`src/rtl/useq_loop_ctrl.sv`:
```
// Microsequencer loop controller: registered microcode address with
// NUM_LOOPS independent counted-loop levels (start marker / end marker pairs).
module useq_loop_ctrl #(
  parameter int UINST_ADDR_WIDTH = 9,
  parameter int CNT_WIDTH        = 11,
  parameter int NUM_LOOPS        = 8,
  localparam int IDX_W           = $clog2(NUM_LOOPS)
) (
  input  logic                           clk,
  input  logic                           rstn,
  input  logic                           start,
  input  logic [UINST_ADDR_WIDTH-1:0]    upc_start,
  input  logic                           done,
  input  logic                           stall,
  input  logic [NUM_LOOPS*CNT_WIDTH-1:0] loop_init,
  input  logic                           st_en,
  input  logic [IDX_W-1:0]               st_idx,
  input  logic                           up_en,
  input  logic [IDX_W-1:0]               up_idx,
  output logic [UINST_ADDR_WIDTH-1:0]    upc,
  output logic                           busy,
  output logic                           loop_err,
  output logic                           dbg_state
);

  typedef enum logic {IDLE = 1'b0, RUN = 1'b1} state_e;

  localparam logic [IDX_W:0] NL = (IDX_W+1)'(NUM_LOOPS);

  state_e                      state_q, state_d;
  logic [UINST_ADDR_WIDTH-1:0] upc_q, upc_d;
  logic [UINST_ADDR_WIDTH-1:0] addr_q [NUM_LOOPS];
  logic [UINST_ADDR_WIDTH-1:0] addr_d [NUM_LOOPS];
  logic [CNT_WIDTH-1:0]        cnt_q  [NUM_LOOPS];
  logic [CNT_WIDTH-1:0]        cnt_d  [NUM_LOOPS];
  logic [CNT_WIDTH-1:0]        init_a [NUM_LOOPS];
  logic                        err_q, err_d;

  logic                        run, st_v, up_v, upd_en, do_clear;
  logic [CNT_WIDTH-1:0]        cnt_cur, cnt_dec, st_init;

  always_comb begin
    for (int i = 0; i < NUM_LOOPS; i++) begin
      init_a[i] = loop_init[i*CNT_WIDTH +: CNT_WIDTH];
    end
  end

  // start and done are single-cycle strobes with no handshake; both act even
  // while stall is high, whereas loop markers only act in RUN without stall.
  always_comb begin
    run      = (state_q == RUN);
    st_v     = st_en && ({1'b0, st_idx} < NL);
    up_v     = up_en && ({1'b0, up_idx} < NL);
    cnt_cur  = up_v ? cnt_q[up_idx] : '0;
    cnt_dec  = cnt_cur - CNT_WIDTH'(1);
    st_init  = st_v ? init_a[st_idx] : '0;
    upd_en   = run && !stall && !start && !done;
    do_clear = run && done && !start;

    // Jump decision always uses the pre-store registers.
    upc_d = upc_q + UINST_ADDR_WIDTH'(1);
    if (start) begin
      upc_d = upc_start;
    end else if (done) begin
      upc_d = '0;
    end else if (!run || stall) begin
      upc_d = upc_q;
    end else if (up_v && (cnt_dec != '0)) begin
      upc_d = addr_q[up_idx];
    end

    state_d = state_q;
    if (start) begin
      state_d = RUN;
    end else if (done) begin
      state_d = IDLE;
    end

    err_d = err_q;
    if (start) begin
      err_d = 1'b0;
    end else if (upd_en && st_v && (st_init == '0)) begin
      err_d = 1'b1;
    end

    addr_d = addr_q;
    cnt_d  = cnt_q;
    if (do_clear) begin
      for (int i = 0; i < NUM_LOOPS; i++) begin
        addr_d[i] = '0;
        cnt_d[i]  = '0;
      end
    end else if (upd_en) begin
      if (up_v) begin
        cnt_d[up_idx] = cnt_dec;
      end
      // Applied after the decrement so a same-level store wins.
      if (st_v) begin
        addr_d[st_idx] = upc_q;
        cnt_d[st_idx]  = (st_init == '0) ? CNT_WIDTH'(1) : st_init;
      end
    end
  end

  always_ff @(posedge clk or negedge rstn) begin
    if (!rstn) begin
      state_q <= IDLE;
      upc_q   <= '0;
      err_q   <= 1'b0;
      for (int i = 0; i < NUM_LOOPS; i++) begin
        addr_q[i] <= '0;
        cnt_q[i]  <= '0;
      end
    end else begin
      state_q <= state_d;
      upc_q   <= upc_d;
      err_q   <= err_d;
      addr_q  <= addr_d;
      cnt_q   <= cnt_d;
    end
  end

  assign upc       = upc_q;
  assign busy      = (state_q == RUN);
  assign loop_err  = err_q;
  assign dbg_state = state_q;

endmodule
```
`config.mk`:
```
export PLATFORM = sky130hd
export DESIGN_NAME = useq_loop_ctrl
export DESIGN_NICKNAME = d
export VERILOG_FILES = /design/src/rtl/useq_loop_ctrl.sv
export SDC_FILE = /design/constraint.sdc
export NUM_CORES = 1
export LEC_CHECK = 0
export CAP_MARGIN = 20
export CORE_MARGIN = 1.5
export CORE_UTILIZATION = 50
export CTS_BUF_LIST = sky130_fd_sc_hd__clkbuf_8
export CTS_CLUSTER_SIZE = 14
export DETAILED_ROUTE_END_ITERATION = 12
export HOLD_SLACK_MARGIN = 0.02
export PLACE_DENSITY = 0.74
export SYNTH_ARGS = -nofsm -noshare
export SYNTH_HDL_FRONTEND = slang
export SYNTH_SLANG_ARGS = --single-unit
```
`constraint.sdc`:
```
create_clock -name clk -period 3.7 [get_ports clk]
set_input_delay 0.74 -clock clk [delete_from_list [all_inputs] [get_ports clk]]
set_output_delay 0.74 -clock clk [all_outputs]
set_load 0.02 [all_outputs]
```
==> results.yml, run 1 <==
floorplanning:
  row_count: 53
  die-height_um: 151
  start_util_pct: 51.3
  dieArea_um2: 22700
  boundaryPins: 122
  core-area_um2: 21200
  die_x_um: 151
power:
  power.switching_mw: 1.70
  combPwrFrac_pct: 26.0
  p_leak_nw: 5.62
  sequentialPowerShare_pct: 43.7
  power_density_nw_per_um2: 357
  swShare_pct: 35.6
  vdd_drop_max_mv: 0.245
  internal_power_mw: 3.09
  power.total_mw: 4.79
  p_clk_share_pct: 30.3
detailed_routing:
  ant_nets: 0
  first_iter_violations: 1366
  vias: 11100
  post-route-drc-count: 0
  via_per_inst: 6.37
  dr.pass1.iters: 6
  wl_per_cell_um: 21.1
  drt_wl_total_um: 36900
yosys:
  syn_area_per_cell_um2: 8.26
  synth.top_cells.by_count: "314 x nand2_1, 171 x dfrtp_1, 156 x a21oi_1"
  yosysUniqueCellTypes: 65
  synthArstFlopShare_pct: 100
  synth.top_cells.by_area: "dfrtp_1 39%, nand2_1 11%, a21oi_1 7.2%"
  netlist_area_um2: 10900
  ys_warn_count: 0
  yosysMostFrequentCell: "nand2_1"
  synth_edf_count: 0
  synth_nets: 1431
  ys.flop_type: "dfrtp_1"
  yosysSeqAreaShare_pct: 39.3
  yosysTopAreaCell: "dfrtp_1"
  netlist.area_leader.share_pct: 39.3
  syn-instance-count: 1318
  ys_ff_latch: 171
cts:
  worst_skew_pair.late_latency_ns: 0.50
  cts_resized: 0
  cts_buffers: 17
  cts_hold_buf: 0
  path_clk_slew_ns: 0.13
  clockRootBuffer: "clkbuf_8"
  cts.sink_count: 171
  cts_setup_buffers: 0
  htreeDepth: 4
  cts_tree: "yes"
  ctsLongestPathBuffers: 2
sta:
  hold_viol: 0
  slew_headroom_pct: 45.3
  drv_slew: 0
  tightestPinTransition_ns: 0.819
  fin_tns_setup_ns: 0
  skew_ns: 0.0256
  fin_crit_sh_pct: 96.2
  period_needed_ns: 3.56
  setup_violations: 0
  fmax_mhz: 281
  rsz0062_at_grt: "false"
  holdWs_ns: 0.178
global_routing:
  track_usage_pct: 33.8
  use_met3_pct: 7.48
  grt_pass1_vias: 10700
  grt_max_degree: 89
  grt_overflow: 0
  grtUsageMet1_pct: 47.5
  grtUsageMet2_pct: 50.9
  grt_pass1_wl_um: 59100
  antenna_found_initial: 0
  top_usage_layer: "met2"
worst_setup_path:
  arrival_ns: 3.94
  crit_path_end_kind: "flop"
  critPathSlowestCell: "clkdlybuf4s50_1"
  ff2ff_setup_slack_ns: 0.30
  cp_top_family: "buffers and inverters"
  critical_path_class: "input pin to flop"
  cp.buffers_inverters: 3
  cp-start-kind: "input pin"
  critical-path-max-stage-delay_ns: 0.50
  cp_max_fo: 9
  cp.required_ns: 4.08
  path_cells: "clkdlybuf4s50_1 > inv_1 > mux2_2 > or3_4 > o311a_1 > a21o_1 > nor4b_4 > a41oi_2 > buf_4 > mux2i_1 > o21ai_1"
outcome:
  status: "finished clean"
placed_design:
  dpl_cell_area_um2: 13000
  hpwlAfterDp_um: 26300
  gp_congestion: 0.942
  io_buffers: 121
cells_and_area:
  drive_gt1_share_pct: 13.6
  syn2layout_area_growth_pct: 23.3
  antenna_cells: 0
  stdcell_area_um2: 13400
  fin_nets: 1576
min_path:
  min_path_type: "input pin to asynchronous set/reset pin"
run:
  cap_violations: 0
-- layer usage --
metal	vias to the layer above	wire length, um
met4	0	1250
met3	101	4040
li1	5041	-
met2	687	16500
met5	-	0
met1	5318	15100
-- stage by stage --
step	util, %	worst slack [ns]	instances
after floorplan	-	0.00402	1318
after global placement	61.1	-0.232	1719
after detailed placement	61.1	-0.314	1719
after CTS	63.3	0.220	1751
after global routing	63.3	0.00735	1751
final	63.3	0.140	1751
-- registers in the layout, indices dropped and copies added, names as in the netlist --
| name | flops |
|---|---|
| addr_q | 72 |
| busy | 1 |
| cnt_q | 88 |
| loop_err | 1 |
| upc | 9 |
-- logic make-up after synthesis --
logic type | after synthesis | share of synthesized area (%)
AO/OA/AOI/OAI | 417 | 24.2
XOR/XNOR | 8 | 0.643
adder cells (fa/ha/maj) | 3 | 0.345
buffers and inverters | 120 | 4.48
flip-flops | 171 | 39.3
multiplexers | 96 | 11.9
AND/OR/NAND/NOR | 503 | 19.2
-- final timing paths --
kind,cells past startpoint,to,startpoint
min in group clk,2,loop_err,loop_err
max in group asynchronous,2,cnt_q[22],rstn
min,1,cnt_q[47],rstn
min reg2reg,2,loop_err,loop_err
max reg2reg,10,upc[4],cnt_q[4]
max,11,upc[4],up_idx[1]
-- area by class of cell --
type	instances	area, um2
inverters	12	45.0
fillers	1847	7800
well taps	275	344
flip-flops and latches	171	4280
multi-input cells	1027	6160
clock inverters	15	215
repair buffers	234	2140
clock buffers	17	234
-- layout by cell type, fill, tap and decap left out, types with 24 or more instances in the layout --
cell,n
a32o_1,28
mux2i_1,59
a211oi_1,24
mux4_2,25
nand3_1,32
nor2_1,93
nand2_1,314
dfrtp_1,171
buf_4,107
o211ai_1,24
o21ai_0,79
clkdlybuf4s50_1,118
a21oi_1,156
-- power groups by stage --
stage / clock (mW) / sequential [mW] / combinational, mW
after global placement: 0 / 2.12 / 1.20
after floorplan: 0 / 2.07 / 0.698
after global routing: 1.53 / 2.10 / 1.34
after CTS: 1.45 / 2.09 / 1.22
after detailed placement: 0 / 2.12 / 1.22
final: 1.45 / 2.09 / 1.24
(Power assumes the default switching activity.)
==> inputs of run 2 (changes only) <==
CORE_MARGIN = default   (was 1.5)
SETUP_SLACK_MARGIN = 0.3   (was default)
TNS_END_PERCENT = 30   (was default)
==> run 2 against run 1 <==
Net effect: wire length rose by 2.3%; highest routed layer is now met5; utilization rose by 0.46 points; sequential power barely moved; largest power group unchanged; clock power barely moved.
==> results.yml, run 2 (synthesis gave the netlist of run 1 again) <==
placed_design:
  dp_slack_ns: -0.241
  hpwlAfterDp_um: 26500
  dpl_cell_area_um2: 13000
  gp_congestion: 0.945
  io_buffers: 121
sta:
  rsz0062_at_grt: "false"
  period_needed_ns: 3.29
  fin_crit_sh_pct: 88.9
  tightestPinTransition_ns: 0.783
  drv_slew: 0
  setup_violations: 0
  setup_ws_ns: 0.412
  hold_viol: 0
  fmax_mhz: 304
  slew_headroom_pct: 47.8
  skew_ns: 0.0269
floorplanning:
  dieArea_um2: 22400
  die-height_um: 150
  boundaryPins: 122
  start_util_pct: 51.5
  row_count: 53
  core-area_um2: 21200
  die_x_um: 150
worst_setup_path:
  cp_max_fo: 5
  reg2reg_from: "cnt_q[4]"
  path_cells: "mux4_2 > mux2_4 > o31ai_1 > buf_4 > nand2_1 > or4_1 > o211ai_1 > a41oi_4 > or4_1 > nand2_1"
  crit_start: "cnt_q[4]"
  cp_top_family: "simple AND/OR/NAND/NOR gates"
  cp-start-kind: "flop"
  cp.required_ns: 4.14
  critical-path-max-stage-delay_ns: 0.53
  cp.buffers_inverters: 1
  critPathSlowestCell: "or4_1"
  crit_path_end_kind: "flop"
  critical_path_class: "flop to flop"
  arrival_ns: 3.73
global_routing:
  track_usage_pct: 34.9
  grt_pass1_vias: 10700
  antenna_found_initial: 0
  grt_max_degree: 74
  grt_pass1_wl_um: 59700
  grt_overflow: 0
detailed_routing:
  vias: 11200
  post-route-drc-count: 0
  dr.pass1.iters: 5
  first_iter_violations: 1226
  wl_per_cell_um: 21.5
  via_per_inst: 6.37
  ant_nets: 0
  drt_wl_total_um: 37800
power:
  p_leak_nw: 5.65
  power_density_nw_per_um2: 355
  vdd_drop_max_mv: 0.244
  internal_power_mw: 3.08
  power.switching_mw: 1.71
  swShare_pct: 35.7
  combPwrFrac_pct: 26.0
  sequentialPowerShare_pct: 43.8
  p_clk_share_pct: 30.3
cells_and_area:
  largest_reg_flops: 88
  syn2layout_area_growth_pct: 23.8
  antenna_cells: 0
  stdcell_area_um2: 13500
  fin_nets: 1579
  drive_gt1_share_pct: 13.9
  top_register: "cnt_q"
  final_common_cell: "nand2_1"
  final_cell_mix: "314 x nand2_1, 171 x dfrtp_1, 156 x a21oi_1"
  nFillCells: 1823
cts:
  cts_tree: "yes"
  path_clk_slew_ns: 0.12
  cts_hold_buf: 0
  ctsLongestPathBuffers: 2
  htreeDepth: 4
  cts.sink_count: 171
  worst_skew_pair.late_latency_ns: 0.52
  clockRootBuffer: "clkbuf_8"
  cts_buffers: 17
min_path:
  min_path_type: "input pin to asynchronous set/reset pin"
run:
  cap_violations: 0
outcome:
  status: "finished clean"
## run 2: power by group through the flow
stage | sequential (mW) | combinational (mW) | clock (mW)
5_1_grt | 2.11 | 1.33 | 1.51
3_3_place_gp | 2.12 | 1.19 | 0
4_1_cts | 2.09 | 1.22 | 1.45
3_5_place_dp | 2.12 | 1.21 | 0
2_1_floorplan | 2.07 | 0.701 | 0
6_report | 2.10 | 1.24 | 1.45
## run 2: area by class of cell
class	instances	area, um2	area share, %
clock inverter	15	214	1.59
multi-input combinational	1027	6180	45.9
inverter	12	45.0	0.334
tap	275	344	2.55
timing repair buffer	237	2180	16.2
sequential	171	4280	31.7
clock buffer	17	234	1.74
## run 2: what timing repair did
action | CTS | global route
hold endpoints to repair | 0 | 0
gates cloned | 0 | 1
gates resized for setup | 1 | 7
pin swaps | 0 | 3
endpoints found under the setup margin | 5 | 9
setup buffers | 0 | 1
## run 2: path summary, 6_finish.rpt
check	to	slack, ns	depth (start not counted)
worst max-delay path	upc[0]	0.41	10
worst min-delay path	cnt_q[23]	0.25	1
worst max register to register	upc[0]	0.41	10
worst min register to register	cnt_q[53]	0.52	2
max in group asynchronous	cnt_q[77]	2.63	2
min in group clk	cnt_q[53]	0.52	2
## run 2: metrics by stage
stage | cells | utilization, % | power, mW | hold slack [ns] | TNS, ns
CTS | 1752 | 63.6 | 4.75 | 0.281 | 0
finish | 1754 | 63.7 | 4.79 | 0.252 | 0
global placement | 1720 | 61.4 | 3.31 | 0.486 | -1.77
floorplan | 1318 | - | 2.77 | 0.444 | 0
global route | 1754 | 63.7 | 4.95 | 0.301 | 0
detailed placement | 1720 | 61.4 | 3.33 | 0.495 | -2.03
## run 2: worst register-to-register path, delay by kind of cell, from the launching register on
kind / cells / cell delay [ns]
AO/OA/AOI/OAI: 3 / 0.71
multiplexers: 2 / 0.81
AND/OR/NAND/NOR: 4 / 1.12
buffers and inverters: 1 / 0.16
flip-flops: 1 / 0.44
## run 2: routing by layer
metal	vias up	global-route usage (%)	part of all wire, %	wire length [um]
met1	5323	46.8	40	15100
met4	2	14.7	4.0	1510
met2	667	54.4	46	17500
li1	5061	-	-	-
met3	122	7.53	9.5	3600
met5	-	1.59	0.13	49
